==> src/rtl/text_write_ctrl_pkg.sv <==
// Shared character codes, FSM encoding and character classification
// for the text-mode write controller.
package text_pkg;

  localparam logic [7:0] CH_SPACE    = 8'h20;
  localparam logic [7:0] CH_BS       = 8'h08;
  localparam logic [7:0] CH_LF       = 8'h0A;
  localparam logic [7:0] CH_CR       = 8'h0D;
  localparam logic [7:0] CH_PRINT_LO = 8'h20;
  localparam logic [7:0] CH_PRINT_HI = 8'h7E;

  typedef enum logic {
    IDLE  = 1'b0,
    CLEAR = 1'b1
  } state_t;

  typedef enum logic [2:0] {
    CC_PRINT,
    CC_LF,
    CC_CR,
    CC_BS,
    CC_OTHER
  } char_class_t;

  function automatic char_class_t classify(input logic [7:0] c);
    if ((c >= CH_PRINT_LO) && (c <= CH_PRINT_HI)) return CC_PRINT;
    else if (c == CH_LF)                          return CC_LF;
    else if (c == CH_CR)                          return CC_CR;
    else if (c == CH_BS)                          return CC_BS;
    else                                          return CC_OTHER;
  endfunction

endpackage

==> src/rtl/text_write_ctrl_if.sv <==
// Character input handshake plus text-buffer write port.
interface text_write_ctrl_if #(
  parameter int AW = 15
);

  logic          in_valid;
  logic [7:0]    in_char;
  logic          in_ready;
  logic          mem_we;
  logic [AW-1:0] mem_addr;
  logic [7:0]    mem_din;

  modport master (
    output in_valid,
    output in_char,
    input  in_ready,
    input  mem_we,
    input  mem_addr,
    input  mem_din
  );

  modport slave (
    input  in_valid,
    input  in_char,
    output in_ready,
    output mem_we,
    output mem_addr,
    output mem_din
  );

endinterface

==> src/rtl/text_cursor.sv <==
// Cursor column/row counters with wrap-around and a linear cell address.
module text_cursor #(
  parameter int COLS = 160,
  parameter int ROWS = 128,
  parameter int XW   = $clog2(COLS),
  parameter int YW   = $clog2(ROWS),
  parameter int AW   = $clog2(COLS * ROWS)
) (
  input  logic          clk,
  input  logic          reset,
  input  logic          advance,
  input  logic          retreat,
  input  logic          newline,
  input  logic          home,
  input  logic          col0,
  output logic [XW-1:0] x,
  output logic [YW-1:0] y,
  output logic [AW-1:0] addr,
  output logic          at_origin
);

  localparam logic [XW-1:0] X_LAST = XW'(COLS - 1);
  localparam logic [YW-1:0] Y_LAST = YW'(ROWS - 1);

  always_ff @(posedge clk) begin
    if (!reset) begin
      x <= '0;
      y <= '0;
    end else if (home) begin
      x <= '0;
      y <= '0;
    end else if (advance) begin
      if (x == X_LAST) begin
        x <= '0;
        y <= (y == Y_LAST) ? '0 : y + 1'b1;
      end else begin
        x <= x + 1'b1;
      end
    end else if (retreat) begin
      // At the origin retreat holds; the controller never requests it there.
      if (x != '0) begin
        x <= x - 1'b1;
      end else if (y != '0) begin
        x <= X_LAST;
        y <= y - 1'b1;
      end
    end else if (newline) begin
      x <= '0;
      y <= (y == Y_LAST) ? '0 : y + 1'b1;
    end else if (col0) begin
      x <= '0;
    end
  end

  assign addr      = AW'(y) * AW'(COLS) + AW'(x);
  assign at_origin = (x == '0) && (y == '0);

endmodule

==> src/rtl/text_write_ctrl.sv <==
// Text-mode write controller: places characters at a wrapping cursor in a
// COLSxROWS text buffer and sweeps the buffer with spaces on a clear request.
module text_write_ctrl
  import text_pkg::*;
#(
  parameter  int H_DISP = 1280,
  parameter  int V_DISP = 1024,
  localparam int COLS   = H_DISP / 8,
  localparam int ROWS   = V_DISP / 8,
  localparam int CELLS  = COLS * ROWS,
  localparam int AW     = $clog2(CELLS),
  localparam int XW     = $clog2(COLS),
  localparam int YW     = $clog2(ROWS)
) (
  input  logic            clk,
  input  logic            reset,
  input  logic            clear_req,
  output logic            busy,
  output logic [XW-1:0]   cursor_x,
  output logic [YW-1:0]   cursor_y,
  text_write_ctrl_if.slave bus
);

  localparam logic [AW-1:0] CNT_LAST = AW'(CELLS - 1);

  state_t        state, state_nx;
  logic [AW-1:0] clr_cnt, clr_cnt_nx;

  logic          in_ready;
  logic          accept;
  char_class_t   cls;

  logic          adv, ret, nl, cr, home;
  logic [AW-1:0] cur_addr;
  logic          at_origin;

  logic          vld_p0;
  logic [AW-1:0] addr_p0;
  logic [7:0]    din_p0;
  logic          vld_p1;
  logic [AW-1:0] addr_p1;
  logic [7:0]    din_p1;

  assign in_ready = reset && (state == IDLE) && !clear_req;
  assign accept   = bus.in_valid && in_ready;
  assign cls      = classify(bus.in_char);

  text_cursor #(
    .COLS (COLS),
    .ROWS (ROWS),
    .XW   (XW),
    .YW   (YW),
    .AW   (AW)
  ) u_cursor (
    .clk       (clk),
    .reset     (reset),
    .advance   (adv),
    .retreat   (ret),
    .newline   (nl),
    .home      (home),
    .col0      (cr),
    .x         (cursor_x),
    .y         (cursor_y),
    .addr      (cur_addr),
    .at_origin (at_origin)
  );

  always_ff @(posedge clk) begin
    if (!reset) begin
      state   <= IDLE;
      clr_cnt <= '0;
    end else begin
      state   <= state_nx;
      clr_cnt <= clr_cnt_nx;
    end
  end

  always_comb begin
    state_nx   = state;
    clr_cnt_nx = clr_cnt;
    adv        = 1'b0;
    ret        = 1'b0;
    nl         = 1'b0;
    cr         = 1'b0;
    home       = 1'b0;
    vld_p0     = 1'b0;
    addr_p0    = '0;
    din_p0     = '0;
    case (state)
      IDLE: begin
        if (clear_req) begin
          state_nx   = CLEAR;
          clr_cnt_nx = '0;
        end else if (accept) begin
          case (cls)
            CC_PRINT: begin
              vld_p0  = 1'b1;
              addr_p0 = cur_addr;
              din_p0  = bus.in_char;
              adv     = 1'b1;
            end
            CC_LF: nl = 1'b1;
            CC_CR: cr = 1'b1;
            CC_BS: begin
              // Both retreat cases (x-1, or last column of the row above)
              // land on the linear address one below the current one.
              if (!at_origin) begin
                ret     = 1'b1;
                vld_p0  = 1'b1;
                addr_p0 = cur_addr - 1'b1;
                din_p0  = CH_SPACE;
              end
            end
            default: ;
          endcase
        end
      end
      CLEAR: begin
        vld_p0  = 1'b1;
        addr_p0 = clr_cnt;
        din_p0  = CH_SPACE;
        if (clr_cnt == CNT_LAST) begin
          state_nx   = IDLE;
          clr_cnt_nx = '0;
          home       = 1'b1;
        end else begin
          clr_cnt_nx = clr_cnt + 1'b1;
        end
      end
      default: state_nx = IDLE;
    endcase
  end

  // p0 -> p1: registered buffer write port
  always_ff @(posedge clk) begin
    if (!reset) begin
      vld_p1  <= 1'b0;
      addr_p1 <= '0;
      din_p1  <= '0;
    end else begin
      vld_p1  <= vld_p0;
      addr_p1 <= addr_p0;
      din_p1  <= din_p0;
    end
  end

  assign bus.in_ready = in_ready;
  assign bus.mem_we   = vld_p1;
  assign bus.mem_addr = addr_p1;
  assign bus.mem_din  = din_p1;
  assign busy         = (state == CLEAR);

endmodule

==> src/flat_wrapper.sv <==
// flat-port wrapper written by rule: the top's interface ports become plain ports
module text_write_ctrl_flat import text_pkg::*;
#(
  parameter  int H_DISP = 1280,
  parameter  int V_DISP = 1024,
  localparam int COLS   = H_DISP / 8,
  localparam int ROWS   = V_DISP / 8,
  localparam int CELLS  = COLS * ROWS,
  localparam int AW     = $clog2(CELLS),
  localparam int XW     = $clog2(COLS),
  localparam int YW     = $clog2(ROWS)
)
  (clk, reset, clear_req, busy, cursor_x, cursor_y, bus_in_valid, bus_in_char, bus_in_ready, bus_mem_we, bus_mem_addr, bus_mem_din);
  text_write_ctrl_if #(.AW((15))) bus_i ();
  input  logic clk;
  input  logic reset;
  input  logic clear_req;
  output logic busy;
  output logic [XW-1:0] cursor_x;
  output logic [YW-1:0] cursor_y;
  input wire logic [$bits(bus_i.in_valid)-1:0] bus_in_valid;
  input wire logic [$bits(bus_i.in_char)-1:0] bus_in_char;
  output wire logic [$bits(bus_i.in_ready)-1:0] bus_in_ready;
  output wire logic [$bits(bus_i.mem_we)-1:0] bus_mem_we;
  output wire logic [$bits(bus_i.mem_addr)-1:0] bus_mem_addr;
  output wire logic [$bits(bus_i.mem_din)-1:0] bus_mem_din;
  assign bus_i.in_valid = bus_in_valid;
  assign bus_i.in_char = bus_in_char;
  assign bus_in_ready = bus_i.in_ready;
  assign bus_mem_we = bus_i.mem_we;
  assign bus_mem_addr = bus_i.mem_addr;
  assign bus_mem_din = bus_i.mem_din;
  text_write_ctrl #(.H_DISP(H_DISP), .V_DISP(V_DISP)) u_core (.clk(clk), .reset(reset), .clear_req(clear_req), .busy(busy), .cursor_x(cursor_x), .cursor_y(cursor_y), .bus(bus_i));
endmodule
==> config.mk <==
export PLATFORM = sky130hd
export DESIGN_NAME = text_write_ctrl_flat
export DESIGN_NICKNAME = d
export VERILOG_FILES = /design/src/rtl/text_write_ctrl_pkg.sv /design/src/rtl/text_write_ctrl_if.sv /design/src/rtl/text_cursor.sv /design/src/rtl/text_write_ctrl.sv /design/src/flat_wrapper.sv
export SDC_FILE = /design/constraint.sdc
export NUM_CORES = 1
export LEC_CHECK = 0
export BUFFER_PORTS_ARGS = -buffer_cell sky130_fd_sc_hd__buf_2
export CORE_MARGIN = 2
export CORE_UTILIZATION = 53
export CTS_CLUSTER_DIAMETER = 40
export DETAILED_ROUTE_END_ITERATION = 7
export PLACE_DENSITY = 0.77
export SLEW_MARGIN = 20
export SYNTH_ARGS = -nofsm -noshare
export SYNTH_HDL_FRONTEND = slang
export SYNTH_HIERARCHICAL = 1
export SYNTH_SLANG_ARGS = --single-unit
==> constraint.sdc <==
create_clock -name clk -period 3.55 [get_ports clk]
set_input_delay 0.355 -clock clk [delete_from_list [all_inputs] [get_ports clk]]
set_output_delay 0.355 -clock clk [all_outputs]
set_load 0.01 [all_outputs]
==> reports/metrics.yaml, run 1 <==
timing:
  fin_crit_ns: 3.34
  rsz0062_at_grt: "false"
  maxSlewViolCount: 0
  setup_viol: 0
  min_period_over_period_pct: 94.2
  slew_headroom_pct: 44.1
  tns_ns: 0
  finClkSkew_ns: 0.0118
  finalHoldViolations: 0
  tightest_slew_ns: 0.831
  max_freq_mhz: 299
global_routing:
  grt_pass1_vias: 3506
  grt_pass1_wl_um: 16600
  antenna_found_initial: 0
  grt_use_total_pct: 26.1
  grt-ovfl-total: 0
  grt_max_degree: 25
logic_synthesis:
  synth-edff-count: 0
  synthArstFlopShare_pct: 0
  yosys_warnings: 6
  synthFlopType: "dfxtp_1"
  avgSynthCellArea_sq_um: 7.95
  synth_seq_cells: 55
  syn_nets: 522
  synthCells: 487
  yosysUniqueCellTypes: 76
  seq_area_frac_synth_pct: 28.4
  syn-cell-area_sq_mm: 0.00387
clock_tree:
  cts_tree: "yes"
  post_cts_resized: 0
  path_clk_slew_ns: 0.12
  cts.sinks: 55
  cts_buffer_depth: 2
  cts_hold_buf: 0
  numCtsBuffers: 5
  cts-htree-levels: 2
  clkLatencyLatePin_ns: 0.33
  cts_root_buffer: "clkbuf_8"
  cts_setup_buffers: 0
worst_setup_path:
  critPathLaunchType: "flop"
  path_max_fanout: 3
  path_cells: "ha_1, ha_1, inv_1, fa_1, or3_1, nor4b_1, xnor3_1, nor4_2, and4b_1, o21a_1, mux2i_1, a32o_1"
  r2r_slack_ns: 0.21
  r2r_cells: 12
  cp-end-kind: "flop"
  critPathKind: "flop to flop"
  r2r-end: "u_core/bus.mem_addr[14]"
  slowest_stage: "fa_1"
  critical_path.max_stage_delay_ns: 0.45
  crit_required_ns: 3.79
  arrival_ns: 3.58
  crit_path_start: "u_core/u_cursor/y[1]"
  crit_path_frequent_cell: "ha_1"
  worstReg2RegStart: "u_core/u_cursor/y[1]"
power_and_ir_drop:
  peakVddDrop_mv: 0.163
  total_leakage_power_nw: 1.83
  power_density_mw_per_mm2: 260
  power_mw: 1.15
die:
  dieArea_sq_mm: 0.00801
  start_util_pct: 54.0
  die_x_um: 89.5
  rows: 31
  coreArea_sq_mm: 0.00718
  die_h_um: 89.5
  num_io_pins: 53
min_path:
  hold_path.class: "primary input to flop"
  min-delay-start: "bus_in_char[1]"
  hold_end: "u_core/bus.mem_din[1]"
  hold_depth: 2
layout:
  final_cell_mix: "dfxtp_1, buf_2, o21ai_0"
  area_growth_pct: 14.5
  layout_commonest_cell: "dfxtp_1"
  layoutNonFillerInstCount: 647
  drive_gt1_share_pct: 20.3
  diodes: 0
  fillers: 654
  nets: 582
  fin_util_pct: 61.8
  post-route-cell-area_sq_mm: 0.00443
detailed_routing:
  drt-vias-per-instance: 6.04
  ant_nets: 0
  drt_iter0_markers: 384
  num_vias: 3907
  dr.pass1.iters: 8
  post-route-drc-count: 0
  wl_um: 10000
  post_drt_wl_per_cell_um: 15.5
run:
  maxCapViolCount: 0
placement:
  hpwl_um: 7250
  port_buffers: 52
  placedCellCount: 639
  place_area_sq_mm: 0.00432
  gp_congestion: 0.946
outcome:
  outcome: "finished, final reports clean"
==> where the power goes <==
| part | total [mW] | internal [mW] | switching, mW |
|---|---|---|---|
| registers | 0.627 | 0.623 | 0.00406 |
| clock network | 0.392 | 0.151 | 0.242 |
| logic | 0.132 | 0.0506 | 0.0818 |
| total | 1.15 | 0.824 | 0.328 |
==> per-stage QoR <==
stage	hold WS (ns)	setup WS, ns
after floorplan	0.477	0.132
after CTS	0.248	0.0633
final	0.255	0.207
after global placement	0.496	0.229
after global routing	0.261	0.0157
after detailed placement	0.510	0.108
==> logic make-up after synthesis <==
logic type                 Yosys count  share of synthesized area [%]
and+or+nand+nor                    180                           25.9
muxes                                6                           1.58
AOI/OAI and AO/OA                  153                           25.8
xor gates and xnor gates            18                           4.43
buffers and inverters               51                           6.01
other                                1                         0.0968
adders and majority gates           23                           7.82
DFF                                 55                           28.4
==> Yosys cell counts (all sizes together) (9+ instances only) <==
| cell | count | area, sq um |
|---|---|---|
| inv | 24 | 90.1 |
| nand3 | 19 | 95.1 |
| a21oi | 42 | 214 |
| o21ai | 45 | 225 |
| nor3 | 13 | 65.1 |
| buf | 11 | 82.6 |
| nor4 | 12 | 81.3 |
| nor2b | 9 | 56.3 |
| nor3b | 9 | 72.6 |
| ha | 21 | 263 |
| clkbuf | 16 | 60.1 |
| xor2 | 9 | 78.8 |
| nand2 | 37 | 139 |
| and2 | 14 | 87.6 |
| nor2 | 29 | 109 |
| dfxtp | 55 | 1100 |
==> cell type report <==
class	count	area (sq um)	share of cell area, %
well taps	99	124	2.79
inverters	24	90.1	2.03
clock inverters	3	33.8	0.762
repair buffers	80	470	10.6
clock buffers	5	68.8	1.55
multi-input cells	381	2540	57.4
flip-flops and latches	55	1100	24.9
==> critical path, delay by kind of cell (launching register included) <==
| family | cells | cell delay [ns] |
|---|---|---|
| AO/OA/AOI/OAI | 2 | 0.32 |
| XOR/XNOR | 1 | 0.30 |
| adder cells (fa/ha/maj) | 3 | 0.95 |
| buffers and inverters | 1 | 0.06 |
| flip-flops | 1 | 0.33 |
| multiplexers | 1 | 0.06 |
| AND/OR/NAND/NOR | 4 | 1.21 |
==> layer usage <==
| layer | global-route usage, % | wire length, um |
|---|---|---|
| met2 | 42.4 | 4670 |
| met1 | 36.1 | 4510 |
| met4 | 7.60 | 168 |
| met5 | 0 | 0 |
| met3 | 3.51 | 684 |
==> state kept, by name, indices dropped and copies added (netlist names) <==
| signal | count |
|---|---|
| u_core/bus.mem_addr | 15 |
| u_core/clr_cnt | 15 |
| u_core/bus.mem_din | 8 |
| u_core/u_cursor/x | 8 |
| u_core/u_cursor/y | 7 |
| u_core/bus.mem_we | 1 |
| u_core/busy | 1 |
==> how the worst max path moves through the flow <==
stage                                         end  slack [ns]
final                     u_core/bus.mem_addr[14]        0.21
after CTS                 u_core/bus.mem_addr[14]        0.06
after global routing      u_core/bus.mem_addr[14]        0.02
after floorplan           u_core/bus.mem_addr[14]        0.13
after detailed placement  u_core/bus.mem_addr[14]        0.11
after global placement    u_core/bus.mem_addr[14]        0.23
Power figures use the tool's default switching activity.
==> run 2: changes to the inputs <==
Settings changed: BUFFER_PORTS_ARGS -buffer_cell sky130_fd_sc_hd__buf_2 to -buffer_cell sky130_fd_sc_hd__buf_4.
==> run 2 against run 1 <==
  * Register-to-register slack worse by 0.05 ns
  * Clock skew is 0.0023 ns higher
  * Sequential cell count stayed put
==> reports/metrics.yaml, run 2 (synthesis results as in run 1) <==
outcome:
  outcome: "finished, final reports clean"
layout:
  final_cell_mix: "buf_4, dfxtp_1, o21ai_0"
  nets: 582  # unchanged
  layout_commonest_cell: "buf_4"
  fillers: 651  # -0.46%
  drive_gt1_share_pct: 20.3  # unchanged
  area_growth_pct: 17.7
  layoutNonFillerInstCount: 647  # unchanged
  fin_util_pct: 63.5  # +1.7 points
  diodes: 0  # unchanged
clock_tree:
  numCtsBuffers: 5  # unchanged
  cts_buffer_depth: 2  # unchanged
  clkLatencyLatePin_ns: 0.32  # about the same
  path_clk_slew_ns: 0.11  # about the same
  cts.sinks: 55  # unchanged
  cts-htree-levels: 2  # unchanged
  cts_tree: "yes"
  cts_root_buffer: "clkbuf_8"
  cts_setup_buffers: 0  # unchanged
  cts_hold_buf: 0  # unchanged
  post_cts_resized: 0  # unchanged
timing:
  rsz0062_at_grt: "false"
  fin_crit_ns: 3.39  # +0.0483 ns
  tightest_slew_ns: 0.862  # +0.0307 ns
  setup_viol: 0  # unchanged
  min_period_over_period_pct: 95.5  # +1.4 points
  finClkSkew_ns: 0.0141  # +0.00232 ns
  finalHoldViolations: 0  # unchanged
  tns_ns: 0  # unchanged
  maxSlewViolCount: 0  # unchanged
  max_freq_mhz: 295  # -1.4%
  slew_headroom_pct: 42.0  # -2.1 points
run:
  maxCapViolCount: 0  # unchanged
detailed_routing:
  post-route-drc-count: 0  # unchanged
  post_drt_wl_per_cell_um: 15.6  # +0.42%
  drt-vias-per-instance: 6.12  # +1.3%
  drt_iter0_markers: 332  # -14%
  dr.pass1.iters: 6  # -2
  ant_nets: 0  # unchanged
  wl_um: 10100  # +0.42%
  num_vias: 3957  # +1.3%
power_and_ir_drop:
  power_density_mw_per_mm2: 248  # -4.6%
  total_leakage_power_nw: 1.84  # +0.27%
  peakVddDrop_mv: 0.172  # +5.5%
worst_setup_path:
  arrival_ns: 3.62  # +0.04 ns
  critPathKind: "flop to flop"
  cp-end-kind: "flop"
  crit_path_frequent_cell: "buf_4"
  slowest_stage: "or4_4"
  worstReg2RegStart: "u_core/u_cursor/y[0]"
  path_max_fanout: 15  # +12
  path_cells: "buf_4, inv_1, ha_1, inv_1, nor4_1, buf_4, or4_4, nor2_1, buf_4, nand2b_1, buf_4, a2111oi_0, o21ai_0, a21oi_1"
  critPathLaunchType: "flop"
  crit_required_ns: 3.78  # about the same
  path_buf_inv: 6  # +5
  critical_path.max_stage_delay_ns: 0.61  # +0.16 ns
  crit_family: "simple AND/OR/NAND/NOR gates"
  crit_path_start: "u_core/u_cursor/y[0]"
die:
  die_x_um: 89.5  # unchanged
  dieArea_sq_mm: 0.00801  # unchanged
  num_io_pins: 53  # unchanged
  rows: 31  # unchanged
  coreArea_sq_mm: 0.00718  # unchanged
  die_h_um: 89.5  # unchanged
  start_util_pct: 54.0  # unchanged
global_routing:
  grt-ovfl-total: 0  # unchanged
  grt_pass1_wl_um: 16500  # -0.58%
  grt_pass1_vias: 3530  # +0.68%
  antenna_found_initial: 0  # unchanged
  grt_max_degree: 25  # unchanged
  grt_use_total_pct: 25.7  # -0.37 points
placement:
  gp_congestion: 0.987  # +4.3%
  placedCellCount: 639  # unchanged
  hpwl_um: 7240  # about the same
  port_buffers: 52  # unchanged
min_path:
  min-delay-start: "bus_in_char[1]"
  hold_path.class: "primary input to flop"
[run 2: layout make-up]
type,instances,area (sq um),area share [%]
timing repair buffer,80,601,13.2
multi-input combinational,381,2550,56.0
inverter,24,90.1,1.98
clock inverter,3,22.5,0.494
clock buffer,5,68.8,1.51
sequential,55,1100,24.2
tap,99,124,2.72
[run 2: worst register-to-register path, cell delays in order (launching register included)]
cell and delay [ns]:
dfxtp_1 0.38, buf_4 0.18, inv_1 0.07, ha_1 0.20
inv_1 0.10, nor4_1 0.07, buf_4 0.16, or4_4 0.61
nor2_1 0.17, buf_4 0.17, nand2b_1 0.08, buf_4 0.20
a2111oi_0 0.56, o21ai_0 0.18, a21oi_1 0.18
[run 2: report_power, final]
part / switching, mW / total (mW) / leakage [nW] / internal (mW)
clock: 0.220 / 0.362 / 0.0485 / 0.142
combinational: 0.0818 / 0.140 / 1.34 / 0.0580
sequential: 0.00434 / 0.627 / 0.445 / 0.623
total: 0.306 / 1.13 / 1.84 / 0.823
[run 2: layer usage]
metal  wire length [um]  global-route usage, %
met4                126                   6.92
met3                719                   4.25
met1               4670                   35.4
met5                  0                      0
met2               4560                   41.8
[run 2: final timing paths]
kind	to	slack, ns	cells past startpoint
worst max-delay path	u_core/u_cursor/x[3]	0.16	14
worst min-delay path	u_core/bus.mem_din[1]	0.26	2
worst max register to register	u_core/u_cursor/x[3]	0.16	14
worst min register to register	u_core/u_cursor/x[0]	0.53	2
[run 2: stage by stage]
stage / cell area [sq um] / hold slack (ns) / worst slack [ns] / power (mW)
after floorplan: 3870 / 0.477 / 0.132 / 0.725
after global placement: 4450 / 0.492 / 0.230 / 0.775
final: 4560 / 0.260 / 0.158 / 1.13
after CTS: 4550 / 0.255 / 0.0619 / 1.13
after detailed placement: 4450 / 0.516 / 0.0849 / 0.777
after global routing: 4560 / 0.262 / 0.0109 / 1.17
==> run 3: changes to the inputs <==
Settings changed: BUFFER_PORTS_ARGS -buffer_cell sky130_fd_sc_hd__buf_4 to unset, CORE_UTILIZATION 53 to 58, DONT_BUFFER_PORTS set to 1, PLACE_DENSITY 0.77 to 0.76.
==> run 3 against run 2 <==
  * Non-clock buffer count fell by 55
  * Worst hold slack lost 0.11 ns
  * Utilization grew 1.4 points
  * Global-route usage grew 1.3 points
  * Wire length down 2.5%
  * First-iteration DRC count is 15% higher
  * Combinational power is 19% lower
  * Sequential cell count unchanged
  * Clock power increased by 19%
  * Total power is 3.8% higher
==> reports/metrics.yaml, run 3 (synthesis results as in run 1) <==
die:
  coreArea_sq_mm: 0.00639  # -11%
  die_x_um: 85.7  # -4.2%
  dieArea_sq_mm: 0.00735  # -8.2%
  num_io_pins: 53  # unchanged
  die_h_um: 85.7  # -4.2%
  rows: 29  # -6.5%
  start_util_pct: 60.6  # +6.7 points
clock_tree:
  cts.sinks: 55  # unchanged
  numCtsBuffers: 5  # unchanged
  path_clk_slew_ns: 0.10  # about the same
  cts_root_buffer: "clkbuf_8"
  cts_tree: "yes"
  cts-htree-levels: 2  # unchanged
  cts_buffer_depth: 2  # unchanged
  clkLatencyLatePin_ns: 0.31  # about the same
power_and_ir_drop:
  switching_power_mw: 0.294  # -4.2%
  total_leakage_power_nw: 1.56  # -15%
  p_sw_share_pct: 25.0  # -2.1 points
  peakVddDrop_mv: 0.257  # +49%
  combinationalPowerShare_pct: 9.7  # -2.7 points
  internal_power_mw: 0.879  # +6.8%
  clock_power_share_pct: 36.6  # +4.5 points
  power_density_mw_per_mm2: 283  # +14%
  pwr-share-seq_pct: 53.7  # -1.8 points
global_routing:
  grt_use_total_pct: 27.0  # +1.3 points
  grt-ovfl-total: 0  # unchanged
  grt_max_degree: 25  # unchanged
  grt_pass1_vias: 3388  # -4.0%
  antenna_found_initial: 0  # unchanged
  grt_pass1_wl_um: 16100  # -2.5%
worst_setup_path:
  cp-end-kind: "flop"
  worstReg2RegStart: "u_core/u_cursor/x[0]"
  crit_path_start: "u_core/u_cursor/x[0]"
  critPathLaunchType: "flop"
  path_max_fanout: 11  # -4
  arrival_ns: 3.65  # +0.03 ns
  critPathKind: "flop to flop"
  crit_required_ns: 3.78  # about the same
layout:
  post-route-cell-area_sq_mm: 0.00415  # -9.0%
  diodes: 0  # unchanged
  area_growth_pct: 7.08
  register_area_sq_mm: 0.00110  # +0.11%
  nets: 527  # -9.5%
  final_cell_mix: "dfxtp_1, o21ai_0, a21oi_1"
  multi_input_area_sq_mm: 0.00256  # +0.29%
  drive_gt1_share_pct: 11.8  # -8.5 points
  layout_commonest_cell: "dfxtp_1"
  fillers: 559  # -14%
  layoutNonFillerInstCount: 570  # -12%
timing:
  finalHoldViolations: 0  # unchanged
  min_period_over_period_pct: 96.3  # +0.75 points
  tightest_slew_ns: 0.901  # +0.0389 ns
  slew_headroom_pct: 39.4  # -2.6 points
  finClkSkew_ns: 0.0111  # -0.00305 ns
  setup_viol: 0  # unchanged
  fin_crit_ns: 3.42  # +0.0265 ns
  max_freq_mhz: 293  # -0.78%
  maxSlewViolCount: 0  # unchanged
placement:
  hpwl_um: 7050  # -2.6%
  gp_congestion: 0.915  # -7.3%
  place_area_sq_mm: 0.00401  # -9.9%
  placedCellCount: 562  # -12%
  port_buffers: 0  # -100%
detailed_routing:
  dr.pass1.iters: 5  # -1
  post_drt_wl_per_cell_um: 17.2  # +11%
  num_vias: 3729  # -5.8%
  drt-vias-per-instance: 6.54  # +7.0%
  wl_um: 9830  # -2.5%
  drt_iter0_markers: 382  # +15%
  post-route-drc-count: 0  # unchanged
  ant_nets: 0  # unchanged
run:
  maxCapViolCount: 0  # unchanged
outcome:
  outcome: "finished, final reports clean"
min_path:
  hold_path.class: "primary input to flop"
  min-delay-start: "bus_in_char[4]"
[run 3: layout make-up]
cell class / count / share of cell area, %
multi-input cells: 381 / 61.7
well taps: 77 / 2.32
clock inverters: 2 / 0.935
inverters: 24 / 2.17
repair buffers: 25 / 4.53
flip-flops and latches: 55 / 26.6
clock buffers: 6 / 1.75
[run 3: critical path: stages (launching register included)]
cell and delay, ns:
dfxtp_1 0.34, inv_1 0.07, ha_1 0.24, nor4b_2 0.21
nand2_1 0.15, nor4_1 0.08, or4_4 0.62, nor2_1 0.37
nand2b_1 0.15, or4_4 0.46, o22ai_2 0.29, o21ai_0 0.15
a21oi_1 0.20
[run 3: final timing paths]
path | to | slack, ns | cells after the start
max | u_core/u_cursor/x[3] | 0.13 | 12
min | u_core/bus.mem_din[4] | 0.15 | 1
max reg2reg | u_core/u_cursor/x[3] | 0.13 | 12
min reg2reg | u_core/u_cursor/x[0] | 0.53 | 2
[run 3: what timing repair did]
action                     CTS  global route
hold endpoints to repair     0             0
setup endpoints to repair    0             2
resized for setup            0             6
hold buffers                 0             0
buffers inserted             0             0
[run 3: power by group through the flow]
stage | clock [mW] | combinational, mW | sequential, mW
floorplan | 0 | 0.0800 | 0.645
global placement | 0 | 0.108 | 0.643
detailed placement | 0 | 0.110 | 0.644
CTS | 0.439 | 0.111 | 0.629
global route | 0.462 | 0.124 | 0.631
finish | 0.430 | 0.114 | 0.629
[run 3: metal layers]
metal	wire [um]	track usage [%]	vias to the layer above
li1	-	-	1790
met1	4250	36.6	1745
met2	4580	44.7	181
met3	879	5.00	13
met4	116	6.20	0
met5	0	0	-
[run 3: metrics by stage]
stage                     utilization (%)  power (mW)  setup TNS (ns)  hold slack, ns  setup WS (ns)
after CTS                            64.6        1.18               0           0.150         0.0739
after floorplan                         -       0.725               0           0.477          0.132
final                                64.9        1.17               0           0.152          0.132
after global routing                 64.9        1.22         -0.0159           0.141        -0.0124
after global placement               62.9       0.751               0           0.480          0.228
after detailed placement             62.9       0.753               0           0.481         0.0893
